$ cat src/rtl/ddr_link_pkg.sv
// Shared definitions for the LVDS DDR link: default word geometry, the frame
// word used for alignment, and the alignment FSM state type.
package ddr_link_pkg;

  localparam int WORD_BITS_DEF = 8;
  localparam logic [WORD_BITS_DEF-1:0] FRAME_PATTERN_DEF = 8'hF0;

  typedef enum logic {
    SEARCH = 1'b0,
    LOCKED = 1'b1
  } linkState_t;

endpackage

$ cat src/rtl/ddr_in_capture.sv
// Single-lane DDR input capture. The rise bit is taken on posedge, the fall
// bit on the following negedge, and both are re-registered together on the
// next posedge so the rest of the receiver lives purely in the posedge domain.
module ddr_in_capture (
  input  logic       clk_in,
  input  logic       rst,
  input  logic       i_d,
  output logic [1:0] o_pair
);

  logic       r_rise;
  logic       r_fall;
  logic       r_rstSeen;
  logic [1:0] r_pair;

  // Rise-edge sample and the re-registered {rise, fall} pair; rise is earlier in time.
  always_ff @(posedge clk_in) begin
    if (rst) begin
      r_rise <= 1'b0;
      r_pair <= 2'b00;
    end else begin
      r_rise <= i_d;
      r_pair <= {r_rise, r_fall};
    end
  end

  // Carries the posedge-sampled reset over to the negedge register.
  always_ff @(posedge clk_in) begin
    r_rstSeen <= rst;
  end

  // Fall-edge sample, cleared by the reset seen at the preceding posedge.
  always_ff @(negedge clk_in) begin
    if (r_rstSeen) begin
      r_fall <= 1'b0;
    end else begin
      r_fall <= i_d;
    end
  end

  assign o_pair = r_pair;

endmodule

$ cat src/rtl/ddr_adc_rx.sv
// Receive side of the ADC LVDS DDR link. Captures N_LANES data lanes plus the
// frame lane, deserialises them into WORD_BITS-bit words, bitslips until the
// frame lane shows FRAME_PATTERN, and hands aligned samples out over
// valid/ready. A word that cannot be delivered because the consumer is stalled
// is dropped and flagged in the sticky overflow bit.
module ddr_adc_rx
  import ddr_link_pkg::*;
#(
  parameter int                   N_LANES       = 2,
  parameter int                   WORD_BITS     = WORD_BITS_DEF,
  parameter logic [WORD_BITS-1:0] FRAME_PATTERN = FRAME_PATTERN_DEF,
  parameter int                   LOCK_COUNT    = 4,
  parameter int                   MISS_LIMIT    = 2,
  parameter int                   SLIP_SETTLE   = 2
) (
  input  logic                           clk_in,
  input  logic                           rst,
  input  logic [N_LANES-1:0]             din,
  input  logic                           frame_in,
  output logic [N_LANES*WORD_BITS-1:0]   out_data,
  output logic                           out_valid,
  input  logic                           out_ready,
  output logic                           locked,
  output logic                           lost_lock,
  output logic                           overflow,
  output logic [$clog2(WORD_BITS)-1:0]   bit_offset
);

  localparam int OFF_W    = $clog2(WORD_BITS);
  localparam int HIST_W   = 2 * WORD_BITS;
  localparam int BEAT_W   = $clog2(WORD_BITS / 2);
  localparam int MATCH_W  = $clog2(LOCK_COUNT + 1);
  localparam int MISS_W   = $clog2(MISS_LIMIT + 1);
  localparam int SETTLE_W = (SLIP_SETTLE < 1) ? 1 : $clog2(SLIP_SETTLE + 1);

  logic [1:0]                 w_lanePair [N_LANES];
  logic [1:0]                 w_framePair;
  logic [HIST_W-1:0]          r_hist [N_LANES];
  logic [HIST_W-1:0]          r_histFrame;
  logic [BEAT_W-1:0]          r_beatCnt;
  logic                       w_boundary;
  logic [WORD_BITS-1:0]       w_frameWord;
  logic                       w_frameMatch;
  logic [N_LANES*WORD_BITS-1:0] w_laneWords;

  linkState_t                 r_state;
  linkState_t                 w_stateNext;
  logic [OFF_W-1:0]           r_offset;
  logic [OFF_W-1:0]           w_offsetNext;
  logic [MATCH_W-1:0]         r_matchCnt;
  logic [MATCH_W-1:0]         w_matchNext;
  logic [MISS_W-1:0]          r_missCnt;
  logic [MISS_W-1:0]          w_missNext;
  logic [SETTLE_W-1:0]        r_settleCnt;
  logic [SETTLE_W-1:0]        w_settleNext;
  logic                       w_emit;
  logic                       w_lostLock;

  logic [N_LANES*WORD_BITS-1:0] r_outData;
  logic                       r_outValid;
  logic                       r_overflow;
  logic                       r_lostLock;

  for (genvar g = 0; g < N_LANES; g++) begin : g_laneCap
    ddr_in_capture u_cap (
      .clk_in (clk_in),
      .rst    (rst),
      .i_d    (din[g]),
      .o_pair (w_lanePair[g])
    );
  end

  ddr_in_capture u_frameCap (
    .clk_in (clk_in),
    .rst    (rst),
    .i_d    (frame_in),
    .o_pair (w_framePair)
  );

  // Two-bit-per-cycle history shift registers, oldest bit towards the MSB.
  always_ff @(posedge clk_in) begin
    if (rst) begin
      for (int i = 0; i < N_LANES; i++) begin
        r_hist[i] <= '0;
      end
      r_histFrame <= '0;
    end else begin
      for (int i = 0; i < N_LANES; i++) begin
        r_hist[i] <= {r_hist[i][HIST_W-3:0], w_lanePair[i]};
      end
      r_histFrame <= {r_histFrame[HIST_W-3:0], w_framePair};
    end
  end

  // Free-running beat counter; its wrap marks one word's worth of new bits.
  always_ff @(posedge clk_in) begin
    if (rst) begin
      r_beatCnt <= '0;
    end else if (w_boundary) begin
      r_beatCnt <= '0;
    end else begin
      r_beatCnt <= r_beatCnt + 1'b1;
    end
  end

  assign w_boundary   = (r_beatCnt == BEAT_W'(WORD_BITS / 2 - 1));
  assign w_frameWord  = r_histFrame[r_offset +: WORD_BITS];
  assign w_frameMatch = (w_frameWord == FRAME_PATTERN);

  // Slice every data lane at the current slip offset and pack lane i into its field.
  always_comb begin
    w_laneWords = '0;
    for (int i = 0; i < N_LANES; i++) begin
      w_laneWords[i*WORD_BITS +: WORD_BITS] = r_hist[i][r_offset +: WORD_BITS];
    end
  end

  // Alignment state, slip offset and the match/miss/settle counters.
  always_ff @(posedge clk_in) begin
    if (rst) begin
      r_state     <= SEARCH;
      r_offset    <= '0;
      r_matchCnt  <= '0;
      r_missCnt   <= '0;
      r_settleCnt <= '0;
    end else begin
      r_state     <= w_stateNext;
      r_offset    <= w_offsetNext;
      r_matchCnt  <= w_matchNext;
      r_missCnt   <= w_missNext;
      r_settleCnt <= w_settleNext;
    end
  end

  // Boundary decision: slip/count while searching, tolerate isolated misses once locked.
  always_comb begin
    w_stateNext  = r_state;
    w_offsetNext = r_offset;
    w_matchNext  = r_matchCnt;
    w_missNext   = r_missCnt;
    w_settleNext = r_settleCnt;
    w_emit       = 1'b0;
    w_lostLock   = 1'b0;
    if (w_boundary) begin
      case (r_state)
        SEARCH: begin
          if (r_settleCnt != '0) begin
            w_settleNext = r_settleCnt - 1'b1;
          end else if (w_frameMatch) begin
            if (r_matchCnt == MATCH_W'(LOCK_COUNT - 1)) begin
              w_stateNext = LOCKED;
              w_matchNext = '0;
            end else begin
              w_matchNext = r_matchCnt + 1'b1;
            end
          end else begin
            w_offsetNext = (r_offset == OFF_W'(WORD_BITS - 1)) ? '0 : r_offset + 1'b1;
            w_matchNext  = '0;
            w_settleNext = SETTLE_W'(SLIP_SETTLE);
          end
        end
        LOCKED: begin
          if (w_frameMatch) begin
            w_missNext = '0;
            w_emit     = 1'b1;
          end else if (r_missCnt == MISS_W'(MISS_LIMIT - 1)) begin
            w_stateNext = SEARCH;
            w_missNext  = '0;
            w_matchNext = '0;
            w_lostLock  = 1'b1;
          end else begin
            w_missNext = r_missCnt + 1'b1;
            w_emit     = 1'b1;
          end
        end
        default: begin
          w_stateNext = SEARCH;
        end
      endcase
    end
  end

  // Output holding register: load when free or being drained, otherwise drop and flag.
  always_ff @(posedge clk_in) begin
    if (rst) begin
      r_outData  <= '0;
      r_outValid <= 1'b0;
      r_overflow <= 1'b0;
      r_lostLock <= 1'b0;
    end else begin
      r_lostLock <= w_lostLock;
      if (w_emit && (!r_outValid || out_ready)) begin
        r_outData  <= w_laneWords;
        r_outValid <= 1'b1;
      end else if (w_emit) begin
        r_overflow <= 1'b1;
      end else if (r_outValid && out_ready) begin
        r_outValid <= 1'b0;
      end
    end
  end

  assign out_data   = r_outData;
  assign out_valid  = r_outValid;
  assign overflow   = r_overflow;
  assign lost_lock  = r_lostLock;
  assign locked     = (r_state == LOCKED);
  assign bit_offset = r_offset;

endmodule
$ cat config.mk
export PLATFORM = sky130hd
export DESIGN_NAME = ddr_adc_rx
export DESIGN_NICKNAME = d
export VERILOG_FILES = /design/src/rtl/ddr_link_pkg.sv /design/src/rtl/ddr_in_capture.sv /design/src/rtl/ddr_adc_rx.sv
export SDC_FILE = /design/constraint.sdc
export NUM_CORES = 1
export LEC_CHECK = 0
export BUFFER_PORTS_ARGS = -buffer_cell sky130_fd_sc_hd__buf_4
export CAP_MARGIN = 20
export CORE_AREA = 2 2 97 99
export CTS_BUF_LIST = sky130_fd_sc_hd__clkbuf_16
export DETAILED_ROUTE_END_ITERATION = 7
export DIE_AREA = 0 0 99 101
export PLACE_DENSITY = 0.73
export REMOVE_ABC_BUFFERS = 1
export SETUP_SLACK_MARGIN = 0.2
export SLEW_MARGIN = 20
export SYNTH_ARGS = -nofsm -noshare
export SYNTH_HDL_FRONTEND = slang
export SYNTH_SLANG_ARGS = --single-unit
$ cat constraint.sdc
create_clock -name clk_in -period 2.6 [get_ports clk_in]
set_input_delay 0.52 -clock clk_in [delete_from_list [all_inputs] [get_ports clk_in]]
set_output_delay 0.52 -clock clk_in [all_outputs]
set_load 0.1 [all_outputs]
# == Yosys cells after proc, flatten, opt, wreduce, memory -nomap -nowiden ==
# Memories as Yosys holds them, arrays and structs flattened.
# Cells that the tools add are included.
# totals
register_bits,61
ramBits,32
input_bits,6
out_inout_bits,23
elab_cells,89
memories,1
# memory_table
name,words,width,read_ports,rd_ports_with_merged_regs,wr,line,text
r_hist,2,16,2,0,2,ddr_adc_rx.sv:38,logic [HIST_W-1:0] r_hist [N_LANES];
# classes
addsub,5
eq_ne,10
shift,3
n_mux,28
bitwise,7
n_reduce_logical,14
# op_table
operator,count
$shiftx 16x4->8,3
$mux 16,2
$mux 3,6
$mux 1,14
$eq 8x8->1 const B,1
$mux 2,4
$reduce_and 4->1,2
$add 3x1->3 const B,2
$ne 2x1->1 const B,3
$pmux 3 s2,1
$reduce_and 2->1,3
$not 1->1,5
$add 2x1->2 const B,2
$ne 2x2->1 const B,2
$reduce_bool 2->1,2
$reduce_or 4->1,1
$eq 3x2->1 const B,1
$eq 3x3->1 const B,1
$reduce_and 3->1,1
$eq 2x1->1 const B,1
$eq 2x2->1 const B,1
$logic_and 1x1->1,2
$or 1x1->1,2
$pmux 1 s2,1
4 further kinds,4

# == Logic depth before layout (Yosys ltp) ==
# Gate-level depths: netlist (run 1).
# logic_depth
depth_word,8
depth_mapped,9
ltp_nobuf,6

# == By module ==
# A second synthesis (run 1) with hierarchy kept.
# hier_totals
cells_unflattened,360
area_unflattened_um2,3955.0
# modules_own_cells
mod,instances,cells_per_inst,area_each_um2,seq_area_each_um2
ddr_adc_rx,1,330,3560.9,1541.5
ddr_in_capture,3,10,131.4,100.1

==> flow_summary_export.csv, run 1 <==
group,metric,value,unit
outcome,status,"finished, final reports clean",
timing,clock.fmax,0.478,GHz
cells_and_area,final_cell_area,4540,µm²
route,drt_iter0_markers,92,
cells_and_area,final_common_cell,"dfxtp_1",
route,post-route-drc-count,0,
yosys,ys_seq_area_frac,0.455,
route,drtPass1Iterations,4,
critical_path,critical_path.top_delay_family,"buffers and inverters",
placement,pre_cts_slack,430,ps
cells_and_area,drive_gt1_frac,0.260,
floorplanning,die_w,99,µm
critical_path,crit_top_cell,"buf_4",
pwr,p_comb_frac,0.041,
placement,place_congestion,0.803,
critical_path,rr_worst_depth,7,
cells_and_area,mostFrequentLayoutCells,"dfxtp_1, nor2b_1, mux2i_1",
timing,final_max_slew_viol_count,0,
floorplanning,die_area,10000,µm²
critical_path,start_kind,"flop",
pwr,p_int,0.00227,W
clock_network,cts_tree,"done",
grt,grt_max_degree,67,
pwr,leakagePower,1.56,nW
clock_network,clk_pin_slew_worst_paths,60,ps
route,drt-wirelength-per-cell,13.2,µm
timing,fin_setup_tns,0,ps
timing,setup-violations-final,0,
yosys,syn_area_per_cell,11.2,µm²
yosys,synthesis.area,3960,µm²
critical_path,reg2reg_setup_slack,660,ps
route,wl,6.44,mm
critical_path,slowest_delay,430,ps
route,ant_nets,0,
timing,finalCritPeriodShare,0.805,
worst_hold_path,whs_path_depth,2,
clock_network,post_cts_resized,0,
floorplanning,ioPinCount,29,
critical_path,r2r_end,"out_data[8]$_SDFFE_PP0P_",
worst_hold_path,hold_path.class,"in2reg",
critical_path,critical_path_class,"reg2out",
cells_and_area,multi_input_area,1940,µm²
cells_and_area,finalNetCount,384,
timing,tightestPinTransition,640,ps
cells_and_area,final_util,0.506,
clock_network,htreeDepth,3,
critical_path,crit_buf_inv,2,
grt,grtUsageTotal,0.135,
timing,hold_violations,0,
grt,overflow,0,
yosys,synth-edff-count,0,
timing,slew_headroom,0.574,
placement,dp.final_hpwl,4.32,mm
worst_hold_path,hp-start,"din[1]",
yosys,synth_warnings,0,
timing,rsz0062_at_grt,"false",
cells_and_area,area_delta_synth_final,14.6,%
clock_network,ctsHoldBuffers,0,
critical_path,cp.required,2080,ps
timing,clock_skew,55.6,ps
cells_and_area,seqCellArea,1800,µm²
yosys,syn_inst,355,
yosys,synth-seq-cells,90,
timing,setup_ws,507,ps
yosys,ys_async_sr_fraction,0,
clock_network,cts-root-buf,"clkbuf_16",
critical_path,cp_slowest_cell,"dfxtp_2",
clock_network,cts_buffer_depth,2,
critical_path,arrival,1570,ps
critical_path,regToRegStartpoint,"r_histFrame[6]$_SDFF_PP0_",
job,max_cap_violations,0,
floorplanning,core,8980,µm²
worst_hold_path,whs_endpoint,"g_laneCap[1].u_cap.r_rise$_SDFF_PP0_",
placement,numPortBuffers,28,
pwr,report.power.total,0.00292,W
pwr,vdd_drop_max,0.000297,V
critical_path,cp_max_fo,30,
pwr,power.share.clock,0.475,
timing,layout_min_cycle_time,2090,ps
pwr,swShare,0.221,
critical_path,end_kind,"output port",
route,drt-vias-per-instance,5.21,
cells_and_area,fillers,812,
pwr,power_switching,0.000646,W
critical_path,path_cells,"buf_4 > buf_4",
yosys,ys_types,45,
grt,grt_pass1_wl,11.0,mm
yosys,ys.flop_type,"dfxtp_1",
route,vias,2541,
floorplanning,dieHeight,101,µm
floorplanning,rows,35,
grt,grt_pass1_vias,2477,
cells_and_area,diodes,0,
clock_network,numClockSinks,90,
pwr,p_seq_frac,0.485,
floorplanning,start_util,0.442,
clock_network,insertion_delay,390,ps
grt,antenna_found_initial,0,
placement,dpl_cell_area,4210,µm²
clock_network,numCtsBuffers,9,
clock_network,cts_setup_buffers,0,
pwr,p_per_area,642,nW/µm²
[sequential cells by signal, indices dropped and copies added, names as in the netlist, 2 cells and up]
| name | flops |
|---|---|
| r_hist | 30 |
| out_data | 16 |
| r_histFrame | 15 |
| g_laneCap.u_cap.o_pair | 4 |
| bit_offset | 3 |
| r_matchCnt | 3 |
| g_laneCap.u_cap.r_fall | 2 |
| g_laneCap.u_cap.r_rise | 2 |
| r_beatCnt | 2 |
| r_missCnt | 2 |
| r_settleCnt | 2 |
| u_frameCap.o_pair | 2 |
[metrics by stage]
step | hold slack [ps] | instances
CTS | 388 | 488
global placement | 408 | 470
detailed placement | 419 | 470
global route | 399 | 488
finish | 398 | 488
floorplan | 396 | 325
[area by class of cell]
class | count | area share
tap | 111 | 0.0306
timing repair buffer | 34 | 0.0644
inverter | 8 | 0.00661
clock buffer | 10 | 0.0551
clock inverter | 9 | 0.0184
multi-input combinational | 226 | 0.428
sequential | 90 | 0.397
[power by group through the flow]
stage / sequential [W] / combinational, W / clock (W)
4_1_cts: 0.00141 / 0.000121 / 0.00142
3_3_place_gp: 0.00144 / 0.000117 / 0.00000960
5_1_grt: 0.00142 / 0.000131 / 0.00148
3_5_place_dp: 0.00144 / 0.000120 / 0.00000960
6_report: 0.00141 / 0.000118 / 0.00139
2_1_floorplan: 0.00146 / 0.0000567 / 0.00000960
[logic make-up after synthesis]
family	share of synthesized area
and+or+nand+nor	0.150
DFF	0.455
AOI/OAI and AO/OA	0.153
muxes	0.164
buffers and inverters	0.0568
adders and majority gates	0.0189
xor gates and xnor gates	0.00221
[worst max-delay path by stage]
stage	cells past startpoint	slack (ps)	from	end
finish	2	510	bit_offset[0]$_SDFFE_PP0P_	bit_offset[0]
global route	2	430	bit_offset[0]$_SDFFE_PP0P_	bit_offset[0]
CTS	2	480	bit_offset[0]$_SDFFE_PP0P_	bit_offset[0]
detailed placement	2	430	din[1]	g_laneCap[1].u_cap.r_fall$_SDFF_NP0_
global placement	2	450	din[0]	g_laneCap[0].u_cap.r_fall$_SDFF_NP0_
floorplan	5	-1490	bit_offset[0]$_SDFFE_PP0P_	out_data[3]$_SDFFE_PP0P_
[worst register-to-register path, cell delays in order (launching register included)]
cell and delay (ps):
dfxtp_1 390, nor4bb_1 310, o22ai_2 140, o32ai_4 200, a21bo_1 210, buf_12 230
a21oi_1 140, a311oi_2 240
[synthesized netlist by cell type, types with 2 or more instances]
cell / instances / area (µm²)
o21ai_1: 5 / 25.0
clkbuf_1: 9 / 33.8
nand2b_1: 3 / 18.8
nor3b_1: 5 / 37.5
nor2b_1: 58 / 363
a21oi_1: 19 / 95.1
mux2_1: 2 / 22.5
nor2_1: 14 / 52.6
mux2i_1: 39 / 390
dfxtp_1: 90 / 1800
nand2_1: 10 / 37.5
buf_1: 6 / 22.5
a21oi_2: 10 / 87.6
o21ai_0: 2 / 10.0
nand3b_1: 2 / 15.0
o31ai_1: 2 / 15.0
inv_1: 9 / 33.8
buf_4: 3 / 22.5
buf_2: 5 / 25.0
ha_1: 6 / 75.1
buf_6: 6 / 67.6
nor3_1: 2 / 10.0
mux4_2: 10 / 225
a311oi_2: 17 / 255
[per-layer routing]
metal	global-route usage	part of all wire	vias to the layer above
li1	-	-	1286
met1	0.166	0.48	1207
met2	0.226	0.47	37
met3	0.0374	0.035	11
met4	0.0548	0.018	0
met5	0	0	-
Note: power is estimated with default switching activity, not from simulation.
==> run 2: changes to the inputs <==
- PLACE_DENSITY: 0.73 -> 0.75
- clock period: 2.6 -> 1.7 ns (I/O delays scaled with it)
==> run 2 against run 1 <==
  * The flow now finishes with violations (negative setup slack)
  * Sequential share of layout area decreased by 4.0 points
  * Global-route usage increased by 1.7 points
  * Hold slack got worse by 180 ps
  * Cell area increased by 12%
  * Cell count increased by 7.6%
  * Via count increased by 7.5%
  * Power increased by 50%
  * Clock skew decreased by 0.94 ps
  * Setup slack got worse by 610 ps
  * Critical path depth increased by 5
  * Flip-flop and latch count unchanged
  * Register-to-register slack got worse by 760 ps
  * Critical path type is now reg2reg
  * Highest routed layer unchanged
==> flow_summary_export.csv, run 2 (synthesis results as in run 1) <==
group,metric,value,unit
floorplanning,ioPinCount,29,
job,max_cap_violations,0,
grt,grt_pass1_wl,12.2,mm
critical_path,r2r_end,"r_settleCnt[0]$_SDFFE_PP0P_",
worst_hold_path,hold_path.class,"in2reg",
grt,grt_pass1_vias,2601,
critical_path,cp.required,1920,ps
critical_path,cp-startpoint,"r_histFrame[4]$_SDFF_PP0_",
grt,overflow,0,
route,vias,2732,
critical_path,rr_worst_depth,7,
route,post-route-drc-count,0,
critical_path,start_kind,"flop",
timing,setup_ws,-103,ps
cells_and_area,mostFrequentLayoutCells,"dfxtp_1, nor2b_1, buf_4",
route,wl,7.51,mm
grt,grtUsageTotal,0.152,
timing,fin_setup_tns,-1250,ps
timing,clock_skew,54.7,ps
placement,pre_cts_slack,-173,ps
critical_path,reg2reg_setup_slack,-100,ps
placement,place_congestion,0.820,
pwr,vdd_drop_max,0.000433,V
cells_and_area,largest_reg_flops,30,
grt,grt_max_degree,39,
floorplanning,dieHeight,101,µm
timing,rsz0062_at_grt,"true",
floorplanning,die_area,10000,µm²
timing,finalCritPeriodShare,1.06,
timing,tightestPinTransition,347,ps
pwr,p_per_area,857,nW/µm²
route,drt-vias-per-instance,5.20,
outcome,violations,"negative setup slack",
pwr,leakagePower,1.82,nW
critical_path,end_kind,"flop",
cells_and_area,diodes,0,
critical_path,arrival,2030,ps
cells_and_area,final_common_cell,"dfxtp_1",
clock_network,insertion_delay,390,ps
placement,dp.final_hpwl,4.83,mm
placement,numPortBuffers,28,
clock_network,clk_pin_slew_worst_paths,70,ps
critical_path,cp-endpoint,"r_settleCnt[0]$_SDFFE_PP0P_",
outcome,status,"finished with violations",
grt,antenna_found_initial,0,
timing,slew_headroom,0.762,
route,drtPass1Iterations,4,
floorplanning,die_w,99,µm
route,ant_nets,0,
critical_path,cp_max_fo,4,
cells_and_area,regMostFlops,"r_hist",
critical_path,critical_path_class,"reg2reg",
floorplanning,start_util,0.442,
route,drt_iter0_markers,56,
clock_network,numCtsBuffers,9,
cells_and_area,area_delta_synth_final,28.7,%
critical_path,slowest_delay,350,ps
clock_network,cts_tree,"done",
cells_and_area,finalNetCount,421,
clock_network,numClockSinks,90,
floorplanning,core,8980,µm²
cells_and_area,drive_gt1_frac,0.365,
clock_network,cts_buffer_depth,2,
timing,clock.fmax,0.554,GHz
timing,layout_min_cycle_time,1800,ps
floorplanning,rows,35,
timing,setup-violations-final,19,
critical_path,path_cells,"nor2b_4 > o311ai_4 > o32ai_4 > buf_6 > a311oi_4 > mux2i_1 > nor2_1",
critical_path,regToRegStartpoint,"r_histFrame[4]$_SDFF_PP0_",
route,drt-wirelength-per-cell,14.3,µm
clock_network,cts-root-buf,"clkbuf_16",
clock_network,htreeDepth,3,
critical_path,cp_slowest_cell,"dfxtp_4",
timing,final_max_slew_viol_count,0,
timing,hold_violations,0,
[run 2: changes by cell type in the layout (fill, tap and decap cells not counted), sizes merged]
cell    before  now
buf         34   70
bufinv       1    0
clkbuf      10   11
clkinv       1    2
[run 2: area by class of cell]
type | count | area [µm²]
timing repair buffer | 71 | 762
inverter | 8 | 30.0
clock inverter | 9 | 65.1
clock buffer | 10 | 250
sequential | 90 | 1820
tap | 111 | 139
multi-input combinational | 226 | 2040
fill | 694 | 3880
[run 2: report_power, final]
group	internal [W]	total (W)	switching, W	leakage (nW)
Clock	0.00111	0.00200	0.000883	0.163
Combinational	0.0000973	0.000216	0.000119	0.923
Sequential	0.00214	0.00216	0.0000211	0.734
[run 2: per-layer routing]
layer / vias up / GRT usage / routed length, µm
met5: - / 0 / 0
met4: 0 / 0.0727 / 148
met3: 13 / 0.0347 / 208
met2: 46 / 0.247 / 3670
met1: 1305 / 0.191 / 3480
li1: 1368 / - / -
[run 2: worst min path at each step]
stage | startpoint | slack [ps] | end | cells after the start
after global routing | frame_in | 220 | u_frameCap.r_rise$_SDFF_PP0_ | 2
after detailed placement | r_beatCnt[0]$_SDFF_PP0_ | 410 | r_beatCnt[0]$_SDFF_PP0_ | 1
after global placement | r_beatCnt[0]$_SDFF_PP0_ | 410 | r_beatCnt[0]$_SDFF_PP0_ | 1
final | din[1] | 220 | g_laneCap[1].u_cap.r_rise$_SDFF_PP0_ | 2
after CTS | din[1] | 210 | g_laneCap[1].u_cap.r_rise$_SDFF_PP0_ | 2
after floorplan | rst | 370 | u_frameCap.r_rstSeen$_DFF_P_ | 0
[run 2: metrics by stage]
| stage | total power [W] | hold WS [ps] | utilization | cells | instance area [µm²] |
|---|---|---|---|---|---|
| after global routing | 0.00454 | 223 | 0.568 | 525 | 5100 |
| after global placement | 0.00242 | 409 | 0.492 | 492 | 4420 |
| final | 0.00437 | 219 | 0.568 | 525 | 5100 |
| after CTS | 0.00442 | 208 | 0.546 | 514 | 4900 |
| after floorplan | 0.00233 | 368 | - | 325 | 3770 |
| after detailed placement | 0.00242 | 415 | 0.492 | 492 | 4420 |
[run 2: repair_timing]
item | 4_1_cts | 5_1_grt
gates resized for setup | 32 | 20
hold buffers | 0 | 0
buffers inserted | 3 | 10
endpoints found under the setup margin | 33 | 33
cloned | 1 | 1
hold endpoints to repair | 0 | 0
pin swaps | 2 | 11
[run 2: critical path, delay by kind of cell, from the launching register on]
kind                   cells  cell delay, ps
AOI/OAI and AO/OA          3             770
buffers and inverters      1             150
DFF                        1             350
muxes                      1             240
and+or+nand+nor            2             200
==> run 3: changes to the inputs <==
- CORE_AREA: 2 2 97 99 -> 2 2 89 91
- DIE_AREA: 0 0 99 101 -> 0 0 91 93
- PLACE_DENSITY: 0.75 -> 0.85
==> run 3 against run 2 <==
  * The run still ends with negative setup slack left
  * Register-to-register slack worse by 140 ps
  * Core utilization up 13 points
  * Clock power up 3%
==> flow_summary_export.csv, run 3 (synthesis results as in run 1) <==
group,metric,value,unit
outcome,status,"finished with violations",
outcome,violations,"negative setup slack",
floorplanning,core,7530,µm²
cells_and_area,seqCellArea,1810,µm²
clock_network,cts_tree,"done",
placement,dp.final_hpwl,4.89,mm
timing,clock_skew,52.5,ps
timing,tightestPinTransition,495,ps
placement,numPortBuffers,28,
critical_path,end_kind,"flop",
route,vias,2999,
route,post-route-drc-count,0,
cells_and_area,fillers,504,
placement,place_congestion,0.799,
cells_and_area,mostFrequentLayoutCells,"dfxtp_1, nor2b_1, buf_4",
clock_network,ctsHoldBuffers,0,
placement,dpl_cell_area,4360,µm²
floorplanning,dieHeight,93,µm
job,max_cap_violations,0,
route,drt-wirelength-per-cell,20.1,µm
timing,final_max_slew_viol_count,0,
route,drt_iter0_markers,195,
clock_network,numCtsBuffers,9,
floorplanning,start_util,0.527,
cells_and_area,regMostFlops,"r_hist",
cells_and_area,finalNetCount,417,
grt,grtUsageTotal,0.237,
timing,clock.fmax,0.516,GHz
worst_hold_path,whs_path_depth,2,
grt,grt_pass1_vias,3029,
cells_and_area,largest_reg_flops,30,
cells_and_area,diodes,0,
cells_and_area,final_cell_area,5220,µm²
timing,setup_ws,-239,ps
critical_path,cp.required,1910,ps
timing,finalCritPeriodShare,1.14,
clock_network,cts_buffer_depth,2,
placement,place_inst,480,
floorplanning,rows,32,
critical_path,start_kind,"flop",
timing,hold_violations,0,
grt,grt_pass1_wl,15.6,mm
critical_path,arrival,2140,ps
timing,setup-violations-final,29,
clock_network,insertion_delay,390,ps
floorplanning,die_w,91,µm
clock_network,htreeDepth,3,
route,drt-vias-per-instance,5.86,
grt,overflow,0,
grt,antenna_found_initial,0,
route,ant_nets,0,
route,drtPass1Iterations,5,
clock_network,clk_pin_slew_worst_paths,70,ps
timing,layout_min_cycle_time,1940,ps
timing,hold_slack,215,ps
clock_network,cts-root-buf,"clkbuf_16",
critical_path,cp_max_fo,7,
pwr,vdd_drop_max,0.000502,V
pwr,leakagePower,1.84,nW
worst_hold_path,hold_path.class,"in2reg",
cells_and_area,area_delta_synth_final,31.7,%
route,wl,10.3,mm
critical_path,critical_path_class,"reg2reg",
cells_and_area,final_common_cell,"dfxtp_1",
cells_and_area,drive_gt1_frac,0.395,
timing,rsz0062_at_grt,"true",
timing,slew_headroom,0.670,
critical_path,rr_worst_depth,7,
cells_and_area,fin_cells,512,
cells_and_area,multi_input_area,2190,µm²
timing,fin_setup_tns,-4490,ps
floorplanning,ioPinCount,29,
grt,grt_max_degree,39,
pwr,p_per_area,854,nW/µm²
clock_network,numClockSinks,90,
floorplanning,die_area,8460,µm²
[run 3: changes by cell type in the layout (fill, tap and decap cells not counted), moves of 2 or more]
cell / before / now
a21oi_1: 17 / 10
a21oi_4: 0 / 9
inv_6: 2 / 0
dfxtp_4: 4 / 2
nor2_1: 14 / 12
nor2_2: 0 / 2
mux2i_1: 39 / 37
inv_4: 0 / 2
buf_4: 49 / 44
a21oi_2: 12 / 10
[run 3: worst max-delay path, cell delays in order, from the launching register on]
cell and delay [ps]:
dfxtp_4 390, buf_12 160, xnor2_2 130, a31o_2 260, buf_12 140, a311oi_4 340, mux2i_1 290, nor2_1 90
[run 3: area by class of cell]
type | instances | share of cell area
multi-input combinational | 226 | 0.419
sequential | 90 | 0.347
timing repair buffer | 67 | 0.143
clock buffer | 9 | 0.0432
tap | 102 | 0.0245
clock inverter | 10 | 0.0168
inverter | 8 | 0.00575
[run 3: worst paths after layout]
| check | startpoint | endpoint | slack (ps) |
|---|---|---|---|
| max | bit_offset[1]$_SDFFE_PP0P_ | r_settleCnt[0]$_SDFFE_PP0P_ | -240 |
| min | frame_in | u_frameCap.r_rise$_SDFF_PP0_ | 220 |
| max reg2reg | bit_offset[1]$_SDFFE_PP0P_ | r_settleCnt[0]$_SDFFE_PP0P_ | -240 |
| min reg2reg | u_frameCap.r_rise$_SDFF_PP0_ | u_frameCap.o_pair[1]$_SDFF_PP0_ | 440 |
[run 3: repair_timing]
item | CTS | global route
cloned | 3 | 1
buffers inserted | 8 | 2
setup endpoints to repair | 33 | 33
pin swaps | 24 | 10
gates resized for setup | 61 | 16
[run 3: per-layer routing]
metal / global-route usage / vias up / routed length [µm]
met5: 0 / - / 0
met4: 0.152 / 0 / 504
met1: 0.269 / 1457 / 4000
li1: - / 1360 / -
met3: 0.0556 / 45 / 504
met2: 0.401 / 137 / 5280
[run 3: stage by stage]
step	power, W	setup WS [ps]	util
5_1_grt	0.00460	-282	0.693
4_1_cts	0.00442	-86.7	0.677
3_3_place_gp	0.00241	-75.6	0.579
2_1_floorplan	0.00233	-2390	-
3_5_place_dp	0.00242	-171	0.579
6_report	0.00446	-239	0.693
[run 3: report_power, final]
part | switching (W) | internal (W)
Clock | 0.000886 | 0.00116
Sequential | 0.0000240 | 0.00214
Combinational | 0.000139 | 0.000106
